==> src/rtl/branch_sequencer.sv <==
// Multi-cycle branch resolution sequencer: evaluates an RV32I branch, redirects fetch, then holds flush.
// Define BRANCH_STATS_EN to add the saturating stat_taken/stat_total counters.
module branch_sequencer #(
    parameter int XLEN         = 32,
    parameter int FLUSH_CYCLES = 2
`ifdef BRANCH_STATS_EN
    ,
    parameter int CNT_W        = 16
`endif
) (
    input  logic            clk,
    input  logic            rst,
    input  logic            req_valid,
    output logic            req_ready,
    input  logic [2:0]      req_cntrl,
    input  logic [XLEN-1:0] req_d1,
    input  logic [XLEN-1:0] req_d2,
    input  logic [XLEN-1:0] req_pc,
    input  logic [XLEN-1:0] req_imm,
    output logic            redir_valid,
    input  logic            redir_ready,
    output logic [XLEN-1:0] redir_pc,
    output logic            flush,
    output logic            res_valid,
    output logic            res_taken,
    output logic            misalign,
    output logic            busy
`ifdef BRANCH_STATS_EN
    ,
    output logic [CNT_W-1:0] stat_taken,
    output logic [CNT_W-1:0] stat_total
`endif
);

    typedef enum logic [1:0] {IDLE, EVAL, REDIR, FLUSH} state_t;

    localparam int CW = (FLUSH_CYCLES > 1) ? $clog2(FLUSH_CYCLES) : 1;
    localparam logic [CW-1:0] CNT_LOAD = (FLUSH_CYCLES > 0) ? CW'(FLUSH_CYCLES - 1) : '0;

    state_t          state_q, state_d;
    logic [2:0]      cntrl_q, cntrl_d;
    logic [XLEN-1:0] d1_q, d1_d;
    logic [XLEN-1:0] d2_q, d2_d;
    logic [XLEN-1:0] pc_q, pc_d;
    logic [XLEN-1:0] imm_q, imm_d;
    logic [XLEN-1:0] redir_pc_q, redir_pc_d;
    logic [CW-1:0]   cnt_q, cnt_d;

    logic            eq, lt_s, lt_u, taken, misaligned;
    logic [XLEN-1:0] target;

    assign eq     = (d1_q == d2_q);
    assign lt_s   = ($signed(d1_q) < $signed(d2_q));
    assign lt_u   = (d1_q < d2_q);
    // Target wraps modulo 2^XLEN; the carry out is intentionally dropped.
    assign target = pc_q + imm_q;

    always_comb begin
        taken = 1'b0;
        case (cntrl_q)
            3'b001:  taken = eq;
            3'b010:  taken = !eq;
            3'b011:  taken = lt_s;
            3'b100:  taken = !lt_s;
            3'b101:  taken = lt_u;
            3'b110:  taken = !lt_u;
            default: taken = 1'b0;
        endcase
    end

    assign misaligned = taken && (target[1:0] != 2'b00);

    always_comb begin
        state_d    = state_q;
        cntrl_d    = cntrl_q;
        d1_d       = d1_q;
        d2_d       = d2_q;
        pc_d       = pc_q;
        imm_d      = imm_q;
        redir_pc_d = redir_pc_q;
        cnt_d      = cnt_q;
        case (state_q)
            IDLE: begin
                if (req_valid) begin
                    cntrl_d = req_cntrl;
                    d1_d    = req_d1;
                    d2_d    = req_d2;
                    pc_d    = req_pc;
                    imm_d   = req_imm;
                    state_d = EVAL;
                end
            end
            EVAL: begin
                if (taken && !misaligned) begin
                    redir_pc_d = target;
                    state_d    = REDIR;
                end else begin
                    state_d = IDLE;
                end
            end
            REDIR: begin
                if (redir_ready) begin
                    if (FLUSH_CYCLES > 0) begin
                        cnt_d   = CNT_LOAD;
                        state_d = FLUSH;
                    end else begin
                        state_d = IDLE;
                    end
                end
            end
            FLUSH: begin
                if (cnt_q == '0) begin
                    state_d = IDLE;
                end else begin
                    cnt_d = cnt_q - 1'b1;
                end
            end
            default: state_d = IDLE;
        endcase
    end

    always_ff @(posedge clk or negedge rst) begin
        if (!rst) begin
            state_q    <= IDLE;
            cntrl_q    <= '0;
            d1_q       <= '0;
            d2_q       <= '0;
            pc_q       <= '0;
            imm_q      <= '0;
            redir_pc_q <= '0;
            cnt_q      <= '0;
        end else begin
            state_q    <= state_d;
            cntrl_q    <= cntrl_d;
            d1_q       <= d1_d;
            d2_q       <= d2_d;
            pc_q       <= pc_d;
            imm_q      <= imm_d;
            redir_pc_q <= redir_pc_d;
            cnt_q      <= cnt_d;
        end
    end

    // Outputs decode straight from flops, so an async reset clears them at once.
    assign req_ready   = (state_q == IDLE);
    assign busy        = (state_q != IDLE);
    assign res_valid   = (state_q == EVAL);
    assign res_taken   = res_valid && taken;
    assign misalign    = res_valid && misaligned;
    assign redir_valid = (state_q == REDIR);
    assign redir_pc    = redir_pc_q;
    assign flush       = (state_q == FLUSH);

`ifdef BRANCH_STATS_EN
    logic [CNT_W-1:0] stat_taken_q, stat_taken_d;
    logic [CNT_W-1:0] stat_total_q, stat_total_d;

    always_comb begin
        stat_taken_d = stat_taken_q;
        stat_total_d = stat_total_q;
        if (res_valid) begin
            if (stat_total_q != '1) stat_total_d = stat_total_q + 1'b1;
            if (res_taken && (stat_taken_q != '1)) stat_taken_d = stat_taken_q + 1'b1;
        end
    end

    always_ff @(posedge clk or negedge rst) begin
        if (!rst) begin
            stat_taken_q <= '0;
            stat_total_q <= '0;
        end else begin
            stat_taken_q <= stat_taken_d;
            stat_total_q <= stat_total_d;
        end
    end

    assign stat_taken = stat_taken_q;
    assign stat_total = stat_total_q;
`endif

endmodule
==> config.mk <==
export PLATFORM = sky130hd
export DESIGN_NAME = branch_sequencer
export DESIGN_NICKNAME = d
export VERILOG_FILES = /design/src/rtl/branch_sequencer.sv
export SDC_FILE = /design/constraint.sdc
export NUM_CORES = 1
export LEC_CHECK = 0
export ABC_AREA = 0
export BUFFER_PORTS_ARGS = -buffer_cell sky130_fd_sc_hd__buf_2
export CAP_MARGIN = 0
export CORE_MARGIN = 4
export CORE_UTILIZATION = 45
export DETAILED_ROUTE_END_ITERATION = 8
export GPL_ROUTABILITY_DRIVEN = 1
export GPL_TIMING_DRIVEN = 0
export PLACE_DENSITY = 0.74
export SLEW_MARGIN = 20
export SYNTH_ARGS = -nofsm -noshare
export SYNTH_HDL_FRONTEND = slang
export SYNTH_SLANG_ARGS = --single-unit
==> constraint.sdc <==
create_clock -name clk -period 5.55 [get_ports clk]
set_input_delay 1.11 -clock clk [delete_from_list [all_inputs] [get_ports clk]]
set_output_delay 1.11 -clock clk [all_outputs]
set_load 0.01 [all_outputs]
== Word-level counts from Yosys, hierarchy flattened ==
Cells that the tools add are included.

* Word-level logic and storage cells: 50
* Output and inout bits: 39
* Register bits: 166
* Bits of input ports: 135

* Order comparisons: 2
* Multiplexer cells: 9
* Reduce and logical (&&, ||, !) cells: 16
* Eq/ne operators: 13
* $add $sub $neg: 2

{| class="wikitable"
|+ Operators by type and width
! kind !! count
|-
| $lt 32x32->1 || 2
|-
| $add 32x32->32 || 1
|-
| $eq 32x32->1 || 1
|-
| $eq 3x3->1 const B || 3
|-
| $mux 2 || 4
|-
| $pmux 2 s4 || 1
|-
| $eq 3x2->1 const B || 2
|-
| $pmux 1 s6 || 1
|-
| $reduce_and 2->1 || 3
|-
| $reduce_bool 2->1 || 3
|-
| $eq 2x2->1 const B || 2
|-
| $logic_and 1x1->1 || 4
|-
| $logic_not 1->1 || 4
|-
| $ne 2x2->1 const B || 2
|-
| $eq 3x1->1 const B || 1
|-
| $reduce_and 3->1 || 1
|-
| $eq 2x1->1 const B || 1
|-
| $logic_not 2->1 || 1
|-
| $mux 1 || 2
|-
| $ne 2x1->1 const B || 1
|-
| $pmux 1 s2 || 1
|-
| $sub 1x1->1 const B || 1
|}

== Depth between registers and ports, before layout ==
* Depth after elaboration: 8
* Gate-level depth with buffers: 12
* Mapped depth without buffers: 12

== Least setup slack after synthesis ==
OpenSTA, ideal clock, no wires.

* Path kind: register -> output
* Start point: register d1_q[29]
* End point: output misalign
* Data arrival time: 2.626 ns
* Path slack: 1.814 ns
* Buffers on the path: 0
* Data required time: 4.440 ns
* Cell stages (with the launch flop): 10
* Cell sequence: dfrtp_1 > ha_1 > nand4_1 > or2_1 > nor4_4 > o41ai_2 > and3_1 > nor4_1 > nor2_1 > a221oi_1

* Longest elaborated chain between the ends: 5
* Elaborated cells between the ends (all ways): 9

{| class="wikitable"
|+ Ends and longest elaborated chain
! what !! RTL line !! source
|-
| start: declaration || 42 || <nowiki>logic [XLEN-1:0] d1_q, d1_d;</nowiki>
|-
| start signal: assignment || 126 || <nowiki>d1_q <= '0;</nowiki>
|-
| start signal: assignment || 135 || <nowiki>d1_q <= d1_d;</nowiki>
|-
| $lt 32x32->1, or another cell as far along || 54 || <nowiki>assign lt_u = (d1_q < d2_q);</nowiki>
|-
| $logic_not 1->1, on equally long branches || 66, 62, 64 ||
|-
| $pmux 1 s6 * || 60 || <nowiki>case (cntrl_q)</nowiki>
|-
| $logic_and 1x1->1 * || 71 || <nowiki>assign misaligned = taken && (target[1:0] != 2'b00);</nowiki>
|-
| $logic_and 1x1->1 * || 149 || <nowiki>assign misalign = res_valid && misaligned;</nowiki>
|-
| end: declaration || 26 || <nowiki>output logic misalign,</nowiki>
|}

Mark *: on every way between the ends. The rest lies on a longest branch, timed or not.

== Worst setup path in the final report ==
* Start point: register d1_q[27]
* End point: output misalign

Same word-level chain as after synthesis.

==> metrics <==
Initial Util=46.0%; Std-Cell Rows=50; FFs w/ async S/R, synth=100%; #FFs+latches synth=166; syn_area_per_cell=11.3 µm²; drt total wl=19500 µm; CTS Buf Count=17; clk_lat worst skew=~0.42 ns; Crit. path cell count=10; flop2flop setup slack=between 1.5 and 2 ns; DRT Pass-1 Iters=4; crit path cell chain=ha_1 > nand4_1 > or2_1 > nor4_4 > o41ai_2 > and3_1 > nor4_1 > nor2_1 > a221oi_1 > buf_2; vias in the first global route=6434; DRT met1 WL=about 9000 µm; cells after synthesis=769; Remaining Overflow, GRT=0; share of the synthesized area in the top cell type=48.0%; Pleak=5.01 nW; Final Max Tran Viols=0; Post-Route Utilization=55.8%; Clock transition at path regs=0.07 ns; via/cell ratio=5.12; Synth area leader=dfrtp_1; reg2reg start=d1_q[27]; Crit path buffers/inverters=1; status=complete, no violations; DP HPWL=14700 µm; sequential share of the synthesized area=48.0%; Initial DRC Count=roughly 250; PwrDens=677 mW/mm²; Slew headroom=41.7%; Tmin final=around 4.6 ns; remaining antenna violation count=0; initial antenna violation count=1; Distinct cells, synth=56; Final Hold Viols=0; synthesis-to-finish area growth=21.3%; Critical Path RT=between 4 and 5 ns; uppermost routed layer=met4; H-Tree Depth=4; RSZ-0062 raised after global routing=no; GRT Resource Usage Total=~19%; Hold Path Sink=redir_pc[0]; Hold Crit Depth=1; Critical Path Max Stage Delay=0.54 ns; Worst path slowest cell=nor4_1; WL met2=8950 µm; FILL cells=1650; largest net degree at the start of global routing=90; CP endpoint kind=primary output; Die Footprint=0.0215 mm²; Worst Max-Slew Pin Slew=0.863 ns; CTS tree=built; post-CTS setup buffer count=0; # port buffers=173; hold path startpoint=redir_pc[0]; I/O pins=174; # setup viols final=0; Max clock buf depth=2; HP Class=flop to flop; Post-CTS Hold Fix Bufs=0; Max-cap violations=0; first-pass GRT wire length=32200 µm; Crit Path Class=flop to primary output; nets@finish=1161; Die Y=147 µm; most numerous cell in the Yosys netlist=dfrtp_1; gpl congestion=slightly below 0.8; Largest delay share family, worst path=simple AND/OR/NAND/NOR gates; die width=147 µm; synth warn=0; top post-synthesis cells by count=dfrtp_1, mux2_2, ha_1; Max Freq=217 MHz; Syn Nets=968; wire per inst=between 15 and 20 µm; clk_skew=0.0120 ns; crit start category=flop; Core ar.=between 0.015 and 0.02 mm²; Mapped Area=0.00866 mm²; ratio of cells with drive above 1 in the final layout=35.1%; vias=6329; CTS sink count=roughly 170; critical path arrival=~3.5 ns; number of flops mapped to enable cells by yosys=0; DRC violations left=0; Crit Path Max Fanout=3; post-CTS sizing=0; clk root buf=clkbuf_16; met3 routed WL=938 µm; VDD IR max=between 0.3 and 0.4 mV; ys flop type=dfrtp_1; setup TNS=0 ns; Worst R2R End=redir_pc[8]; crit share post-route=around 83%; cell count of the worst reg-to-reg path=10; Area contributors post-synth=dfrtp_1, mux2_2, ha_1, o21ai_0, a21oi_1
worst reg2reg max path, stage by stage (launching register included):
cell	delay, ns
dfrtp_1	0.39
ha_1	0.32
nand4_1	0.18
or2_1	0.30
nor4_4	0.35
o41ai_2	0.16
and3_4	0.20
o211a_1	0.25
o41ai_4	0.74
buf_6	0.26
mux2_2	0.35
through the flow:
stage | instance area [µm²] | total power, mW | setup WS (ns) | std cells | hold WS [ns]
floorplan | 8660 | 4.97 | 1.81 | 769 | 0.473
global placement | 9850 | 5.80 | 0.772 | 1202 | 0.469
detailed placement | 9890 | 5.90 | 1.41 | 1203 | 0.471
CTS | 10500 | 7.18 | 0.932 | 1235 | 0.491
global route | 10500 | 7.79 | 0.728 | 1236 | 0.508
finish | 10500 | 7.11 | 0.945 | 1236 | 0.487
area by class of cell:
type	instances	area [µm²]	area share, %
antenna	1	2.50	0.0238
buffer	25	116	1.11
clock buffer	17	425	4.05
clock inverter	15	190	1.81
inverter	53	199	1.89
multi-input combinational	525	4190	39.9
sequential	166	4150	39.5
tap	260	325	3.10
timing repair buffer	174	903	8.60
kinds of logic (layout without fill, tap and decap cells):
group,after synthesis,count (layout),synth area share [%]
flops,166,166,48.0
compound gates,156,156,11.5
buf+inv,78,284,3.64
other cells,0,1,0
xor+xnor,22,22,2.23
simple gates,155,155,8.71
mux,128,128,16.6
fa+ha+maj,64,64,9.33
sequential cells by signal, indices dropped and copies added (netlist names), named ones only:
name	flops
cnt_q	1
cntrl_q	3
d1_q	32
d2_q	32
imm_q	32
pc_q	32
redir_pc	32
state_q	1
power by group:
group / switching, mW / internal [mW]
Clock: 0.517 / 0.721
Sequential: 0.316 / 1.82
Combinational: 1.97 / 1.77
Total: 2.81 / 4.31
how the worst max path moves through the flow:
stage / start / end
finish: d1_q[27] / misalign
CTS: d1_q[27] / misalign
global route: d1_q[27] / misalign
floorplan: d1_q[29] / misalign
global placement: rst / imm_q[10]
detailed placement: d1_q[27] / misalign
cell usage in the layout, fill, tap and decap left out, types with 3 or more instances in the layout:
master / netlist / routed
and3_1: 4 / 4
a2111oi_0: 3 / 3
nor2_1: 30 / 30
o21ai_0: 51 / 51
inv_1: 53 / 53
a21oi_1: 45 / 45
xnor2_1: 14 / 14
a21boi_0: 5 / 5
o2111ai_1: 3 / 3
buf_6: 3 / 3
clkbuf_1: 18 / 18
o21a_1: 5 / 5
o21bai_1: 3 / 3
nand4_1: 8 / 8
nor2b_1: 9 / 9
and2_1: 7 / 7
clkbuf_16: 0 / 17
bufinv_16: 0 / 3
inv_6: 0 / 5
nand2_1: 60 / 60
nand3_1: 13 / 13
o211ai_1: 5 / 5
o311ai_0: 3 / 3
nand2b_1: 4 / 4
nor4_1: 3 / 3
xor2_1: 8 / 8
a21o_1: 13 / 13
buf_1: 4 / 4
dfrtp_1: 166 / 166
mux2_2: 126 / 126
nor3_1: 4 / 4
ha_1: 63 / 63
buf_2: 0 / 172
routing by layer:
metal,track usage (%),vias up
met1,25.9,3037
met4,6.30,0
met2,29.1,138
li1,-,3130
met5,0,-
met3,3.89,24
Note: power is estimated with default switching activity, not from simulation.
